File: src/rtl/udp_pkt_tx_mux.sv
// UDP transmit mux: round-robin arbitration over FWFT payload sources, prepends the
// 8-byte UDP header and enforces declared payload lengths (pad short, drop oversize).
module udp_pkt_tx_mux #(
  parameter int                             P_NUM_PORTS   = 3,
  parameter logic [0:P_NUM_PORTS-1][15:0]   P_SRC_PORTS   = {16'd10000, 16'd12000, 16'd14000},
  parameter logic [0:P_NUM_PORTS-1][15:0]   P_DEST_PORTS  = {16'd10000, 16'd12000, 16'd14000},
  parameter int                             P_MAX_PAYLOAD = 1472
) (
  input  logic                             i_txmac_clk,
  input  logic                             i_txmac_arst_n,
  input  logic [0:P_NUM_PORTS-1][7:0]      i_port_byte,
  input  logic [0:P_NUM_PORTS-1]           i_port_byte_vld,
  input  logic [0:P_NUM_PORTS-1]           i_port_last_byte,
  input  logic [0:P_NUM_PORTS-1][15:0]     i_port_pkt_len,
  output logic [0:P_NUM_PORTS-1]           o_port_byte_rd,
  output logic [7:0]                       o_udp_pkt_byte,
  output logic                             o_udp_pkt_byte_vld,
  output logic                             o_udp_pkt_last_byte,
  input  logic                             i_udp_pkt_byte_rd,
  output logic [15:0]                      o_udp_pkt_len,
  output logic                             o_len_err
);

  localparam int          PW      = (P_NUM_PORTS > 1) ? $clog2(P_NUM_PORTS) : 1;
  localparam logic [15:0] MAX_LEN = 16'(P_MAX_PAYLOAD);

  typedef enum logic [2:0] {S_IDLE, S_HDR, S_PAYLOAD, S_PAD, S_DRAIN} state_t;

  state_t        state;
  logic [PW-1:0] grant;
  logic [PW-1:0] rr_ptr;
  logic [PW-1:0] next_grant;
  logic [2:0]    hdr_idx;
  logic [15:0]   cnt;
  logic [7:0]    hdr_byte;
  logic          src_pop;
  int            cand;

  // Walk from the farthest offset to the nearest so the first requester after rr_ptr wins.
  always_comb begin
    // NOTE: every always_comb output gets a default first so no path can infer a latch.
    next_grant = rr_ptr;
    cand       = 0;
    for (int i = P_NUM_PORTS; i >= 1; i--) begin
      cand = int'(rr_ptr) + i;
      if (cand >= P_NUM_PORTS) cand = cand - P_NUM_PORTS;
      if (i_port_byte_vld[cand]) next_grant = PW'(cand);
    end
  end

  always_comb begin
    hdr_byte = 8'h00;
    case (hdr_idx)
      3'd0:    hdr_byte = P_SRC_PORTS[grant][15:8];
      3'd1:    hdr_byte = P_SRC_PORTS[grant][7:0];
      3'd2:    hdr_byte = P_DEST_PORTS[grant][15:8];
      3'd3:    hdr_byte = P_DEST_PORTS[grant][7:0];
      3'd4:    hdr_byte = o_udp_pkt_len[15:8];
      3'd5:    hdr_byte = o_udp_pkt_len[7:0];
      default: hdr_byte = 8'h00;
    endcase
  end

  assign src_pop = i_udp_pkt_byte_rd & i_port_byte_vld[grant];

  always_comb begin
    o_udp_pkt_byte      = 8'h00;
    o_udp_pkt_byte_vld  = 1'b0;
    o_udp_pkt_last_byte = 1'b0;
    o_port_byte_rd      = '0;
    case (state)
      S_HDR: begin
        o_udp_pkt_byte      = hdr_byte;
        o_udp_pkt_byte_vld  = 1'b1;
        o_udp_pkt_last_byte = (hdr_idx == 3'd7) && (cnt == 16'd0);
      end
      S_PAYLOAD: begin
        o_udp_pkt_byte        = i_port_byte[grant];
        o_udp_pkt_byte_vld    = i_port_byte_vld[grant];
        o_udp_pkt_last_byte   = (cnt == 16'd1);
        o_port_byte_rd[grant] = src_pop;
      end
      S_PAD: begin
        o_udp_pkt_byte_vld  = 1'b1;
        o_udp_pkt_last_byte = (cnt == 16'd1);
      end
      S_DRAIN: o_port_byte_rd[grant] = i_port_byte_vld[grant];
      default: ;
    endcase
  end

  // cnt holds the declared length through the header, then counts payload bytes down.
  always_ff @(posedge i_txmac_clk or negedge i_txmac_arst_n) begin
    if (!i_txmac_arst_n) begin
      state         <= S_IDLE;
      grant         <= '0;
      rr_ptr        <= PW'(P_NUM_PORTS - 1);
      hdr_idx       <= 3'd0;
      cnt           <= 16'd0;
      o_udp_pkt_len <= 16'd0;
      o_len_err     <= 1'b0;
    end else begin
      // NOTE: sequential state uses non-blocking assignments so every register samples pre-edge values.
      o_len_err <= 1'b0;
      case (state)
        S_IDLE: begin
          if (|i_port_byte_vld) begin
            grant   <= next_grant;
            rr_ptr  <= next_grant;
            cnt     <= i_port_pkt_len[next_grant];
            hdr_idx <= 3'd0;
            if (i_port_pkt_len[next_grant] > MAX_LEN) begin
              state     <= S_DRAIN;
              o_len_err <= 1'b1;
            end else begin
              state         <= S_HDR;
              o_udp_pkt_len <= i_port_pkt_len[next_grant] + 16'd8;
            end
          end
        end
        S_HDR: begin
          if (i_udp_pkt_byte_rd) begin
            hdr_idx <= hdr_idx + 3'd1;
            if (hdr_idx == 3'd7) state <= (cnt == 16'd0) ? S_IDLE : S_PAYLOAD;
          end
        end
        S_PAYLOAD: begin
          if (src_pop) begin
            cnt <= cnt - 16'd1;
            if (cnt == 16'd1) begin
              if (i_port_last_byte[grant]) begin
                state <= S_IDLE;
              end else begin
                state     <= S_DRAIN;
                o_len_err <= 1'b1;
              end
            end else if (i_port_last_byte[grant]) begin
              state     <= S_PAD;
              o_len_err <= 1'b1;
            end
          end
        end
        S_PAD: begin
          if (i_udp_pkt_byte_rd) begin
            cnt <= cnt - 16'd1;
            if (cnt == 16'd1) state <= S_IDLE;
          end
        end
        S_DRAIN: begin
          if (i_port_byte_vld[grant] && i_port_last_byte[grant]) state <= S_IDLE;
        end
        default: state <= S_IDLE;
      endcase
    end
  end

endmodule

File: config.mk
export PLATFORM = sky130hd
export DESIGN_NAME = udp_pkt_tx_mux
export DESIGN_NICKNAME = d
export VERILOG_FILES = /design/src/rtl/udp_pkt_tx_mux.sv
export SDC_FILE = /design/constraint.sdc
export NUM_CORES = 1
export LEC_CHECK = 0
export CAP_MARGIN = 30
export CORE_MARGIN = 5
export CORE_UTILIZATION = 52
export CTS_CLUSTER_SIZE = 10
export DETAILED_ROUTE_END_ITERATION = 6
export PLACE_DENSITY = 0.93
export SYNTH_ARGS = -nofsm -noshare
export SYNTH_HDL_FRONTEND = slang
export SYNTH_SLANG_ARGS = --single-unit
export TNS_END_PERCENT = 10
File: constraint.sdc
create_clock -name i_txmac_clk -period 7.2 [get_ports i_txmac_clk]
set_clock_uncertainty 0.1 [all_clocks]
set_input_delay 1.44 -clock i_txmac_clk [delete_from_list [all_inputs] [get_ports i_txmac_clk]]
set_output_delay 1.44 -clock i_txmac_clk [all_outputs]
set_load 0.01 [all_outputs]
==> implementation parameters <==
Parameter                              Value

Placement
  Post-detailed-placement cell area    4820 um^2
  Setup slack after placement    2.22 ns
  Placer Congestion    0.924
  Number of input and output port buffers inserted    110
  HPWL Detailed    9400 um

Timing
  Unrepaired setup endpoints after global routing    false
  Minimum clock period after layout    4.95 ns
  F_max    0.202 GHz
  Number of setup violations in the final report    0
  Final setup slack of the worst path    2.25 ns
  Slew at the pin with the worst max-slew slack    0.940 ns
  Number of slew-limit violations in the final report    0
  Final-layout setup total negative slack    0 ns
  Number of endpoints with negative hold slack in the final report    0
  Worst slew margin relative to its limit    36.4%
  Fraction of the cycle the final worst path needs    68.7%

Floorplan
  Die boundary height    94.7 um
  Die Width    94.7 um
  Number of cell rows    30
  Area of the core    6870 um^2
  Number of I/O pins    111
  Initial core utilization    54.3%
  Die area    8960 um^2

Finish
  Most frequent standard cell in the layout excluding fill and tap cells    sky130_fd_sc_hd__clkdlybuf4s50_1
  Number of diodes added for antenna fixing    0
  Synthesis-to-finish area growth    31.7%
  Final #Nets    647
  Final Cell Area    4910 um^2
  Share of post-route cells with drive strength above 1    6.90%
  Commonest cells after routing, fill and taps aside    sky130_fd_sc_hd__clkdlybuf4s50_1 (109), sky130_fd_sc_hd__nor2_1 (47), sky130_fd_sc_hd__a21oi_1 (41), sky130_fd_sc_hd__dfrtp_1 (41)

Critical path
  Delay of the slowest cell on the worst path    0.57 ns
  Cells traversed along the worst timing path    clkdlybuf4s50_1, nand2_1, a21oi_1, a21oi_1, nor3_1, and2_1, clkdlybuf4s50_1
  Worst reg-to-reg path cell count    9
  Arrival time at the worst endpoint    3.41 ns
  Worst path bufs/invs    2
  Critical path class    in2out
  Max FO, Critical Path    6
  Slowest library cell on the worst path    sky130_fd_sc_hd__clkdlybuf4s50_1
  Launching element type of the critical path    input port
  WP data required    5.66 ns
  CP top delay family    buffers and inverters
  Endpoint class of the critical path    primary output
  Crit path depth    7
  Setup slack on the worst flop-to-flop path    2.68 ns

Drt
  WL/cell    18.4 um
  Routed Wire Length    11900 um
  Total via count after detailed routing    3982
  Count of unresolved DRC violations after routing    0
  Vias per std cell    6.15
  DR iter-0 viols    297
  Drt pass-1 iters    5
  Final ANT Viol Nets    0

Clock network
  Sinks on Clock Net    42
  CTS tree    done
  Total CTS buffers    5
  Clock Tree Buf Depth    2
  Clk root buf    sky130_fd_sc_hd__clkbuf_8
  Clock insertion delay at the later pin of the skew report    0.30 ns
  Count of instances resized after the clock tree is built    0
  Post CTS Setup Buffer Count    0
  H-tree depth    2
  Number of buffers added to fix hold violations after cts    0
  Clock edge transition at the registers on the reported setup and hold paths    0.08 ns

Global routing
  Vias in the first global route    3790
  Initial antenna violation count    0
  Global routing usage summed across all routing layers    26.4%
  Largest net degree at the start of global routing    43
  Grt total ovfl    0
  Global-route wire length before repair    18900 um

Yosys
  Register area share after synthesis    28.2%
  Number of synthesized flops with an enable pin    0
  FFs w/ async S/R, synth    100%
  Share of the synthesized area in the top cell type    27.5%
  Number of nets produced by synthesis    556
  Number of distinct library cells after synthesis    63
  Area contributors post-synth    sky130_fd_sc_hd__dfrtp_1 (28%), sky130_fd_sc_hd__a21oi_1 (5.5%), sky130_fd_sc_hd__ha_1 (5.4%)
  Primary FF master, synth    sky130_fd_sc_hd__dfrtp_1
  Area of the mapped netlist    3730 um^2
  Synthesized instance count    459
  Syn Area/Cell    8.12 um^2
  #FFs+latches synth    42
  Cell accounting for the most synthesized area    sky130_fd_sc_hd__dfrtp_1
  Yosys warns    0

Hold path
  Type of the worst min-delay path    reg2reg
  Hold-critical path depth    2

Power
  Total leakage power    1.94 nW
  Total power after layout    2.34 mW
  Worst vdd rail ir drop    202 uV
  PD cells    477 nW/um^2

Run status
  Outcome    finished, final reports clean

Flow run
  Max-cap violation count    0
## worst register-to-register path, stage by stage (launching register included)
cell                        delay (ns)
sky130_fd_sc_hd__dfrtp_1          0.90
sky130_fd_sc_hd__inv_2            0.18
sky130_fd_sc_hd__ha_1             0.48
sky130_fd_sc_hd__and3_1           0.25
sky130_fd_sc_hd__o311a_1          0.50
sky130_fd_sc_hd__nor2_4           0.47
sky130_fd_sc_hd__o2bb2ai_1        0.32
sky130_fd_sc_hd__a2111oi_4        0.12
sky130_fd_sc_hd__nor3_4           0.69
sky130_fd_sc_hd__mux2_2           0.42
## flip-flops by register name, summed over array words and instances (netlist names)
name / count
o_len_err: 1
grant: 2
o_udp_pkt_len: 16
rr_ptr: 1
hdr_idx: 3
state: 3
cnt: 16
## logic make-up after synthesis
logic type                 Yosys count  share of synthesized area, %
AOI/OAI and AO/OA                  160                          28.9
xor gates and xnor gates             5                          1.17
DFF                                 42                          28.2
adders and majority gates           16                          5.37
and+or+nand+nor                    156                          20.9
buffers and inverters               47                          5.87
muxes                               33                          9.53
## power breakdown
part	internal [mW]	switching [mW]
logic	0.712	0.974
clock network	0.0700	0.0889
registers	0.339	0.160
## per-stage QoR
| stage | hold slack, ns | std cells | util (%) |
|---|---|---|---|
| 6_report | 0.414 | 647 | 71.5 |
| 5_1_grt | 0.446 | 647 | 71.5 |
| 4_1_cts | 0.417 | 647 | 71.5 |
| 3_5_place_dp | 0.398 | 639 | 70.1 |
| 3_3_place_gp | 0.392 | 639 | 70.1 |
| 2_1_floorplan | 0.373 | 459 | - |
## Yosys cell counts, types with 3 or more instances
| library cell | n |
|---|---|
| sky130_fd_sc_hd__or4_1 | 5 |
| sky130_fd_sc_hd__a21o_1 | 5 |
| sky130_fd_sc_hd__o21ai_1 | 3 |
| sky130_fd_sc_hd__buf_6 | 4 |
| sky130_fd_sc_hd__o31ai_1 | 3 |
| sky130_fd_sc_hd__o21ai_0 | 34 |
| sky130_fd_sc_hd__clkbuf_1 | 19 |
| sky130_fd_sc_hd__o22a_1 | 5 |
| sky130_fd_sc_hd__nor2_1 | 47 |
| sky130_fd_sc_hd__o21a_1 | 3 |
| sky130_fd_sc_hd__nand2b_1 | 4 |
| sky130_fd_sc_hd__a31oi_1 | 9 |
| sky130_fd_sc_hd__a211o_1 | 6 |
| sky130_fd_sc_hd__ha_1 | 16 |
| sky130_fd_sc_hd__nor3_1 | 15 |
| sky130_fd_sc_hd__a22o_1 | 10 |
| sky130_fd_sc_hd__nor2b_1 | 6 |
| sky130_fd_sc_hd__buf_2 | 3 |
| sky130_fd_sc_hd__o22ai_1 | 8 |
| sky130_fd_sc_hd__dfrtp_1 | 41 |
| sky130_fd_sc_hd__o211ai_1 | 3 |
| sky130_fd_sc_hd__nand4_1 | 5 |
| sky130_fd_sc_hd__inv_1 | 17 |
| sky130_fd_sc_hd__a21oi_1 | 41 |
| sky130_fd_sc_hd__a221oi_1 | 6 |
| sky130_fd_sc_hd__a22oi_1 | 7 |
| sky130_fd_sc_hd__xnor2_1 | 4 |
| sky130_fd_sc_hd__nand2_1 | 34 |
| sky130_fd_sc_hd__mux2i_1 | 19 |
| sky130_fd_sc_hd__mux2_2 | 12 |
| sky130_fd_sc_hd__nor4_1 | 7 |
| sky130_fd_sc_hd__nand3_1 | 14 |
| sky130_fd_sc_hd__and3_1 | 3 |
| sky130_fd_sc_hd__and2_1 | 5 |
## layout make-up
cell class	count	area, um^2
clock buffers	5	68.8
clock inverters	3	25.0
flip-flops and latches	42	1050
inverters	18	67.6
multi-input cells	370	2460
well taps	96	120
fillers	535	1960
repair buffers	113	1120
## final timing paths
kind / start / end
worst max-delay path: i_port_byte_vld[1] / o_port_byte_rd[0]
worst max register to register: grant[0] / o_udp_pkt_len[4]
max in group asynchronous: i_txmac_arst_n / grant[0]
worst min register to register: cnt[15] / cnt[15]
worst min-delay path: cnt[15] / cnt[15]
min in group asynchronous: i_txmac_arst_n / cnt[4]
## layer usage
metal | GRT usage [%] | up-vias | part of all wire [%] | routed length (um)
met5 | 0 | - | 0 | 0
met3 | 4.06 | 26 | 6.7 | 794
met4 | 8.77 | 0 | 2.7 | 325
met1 | 32.8 | 1884 | 41 | 4860
met2 | 46.5 | 163 | 50 | 5920
li1 | - | 1909 | - | -
Note: power is estimated with default switching activity, not from simulation.
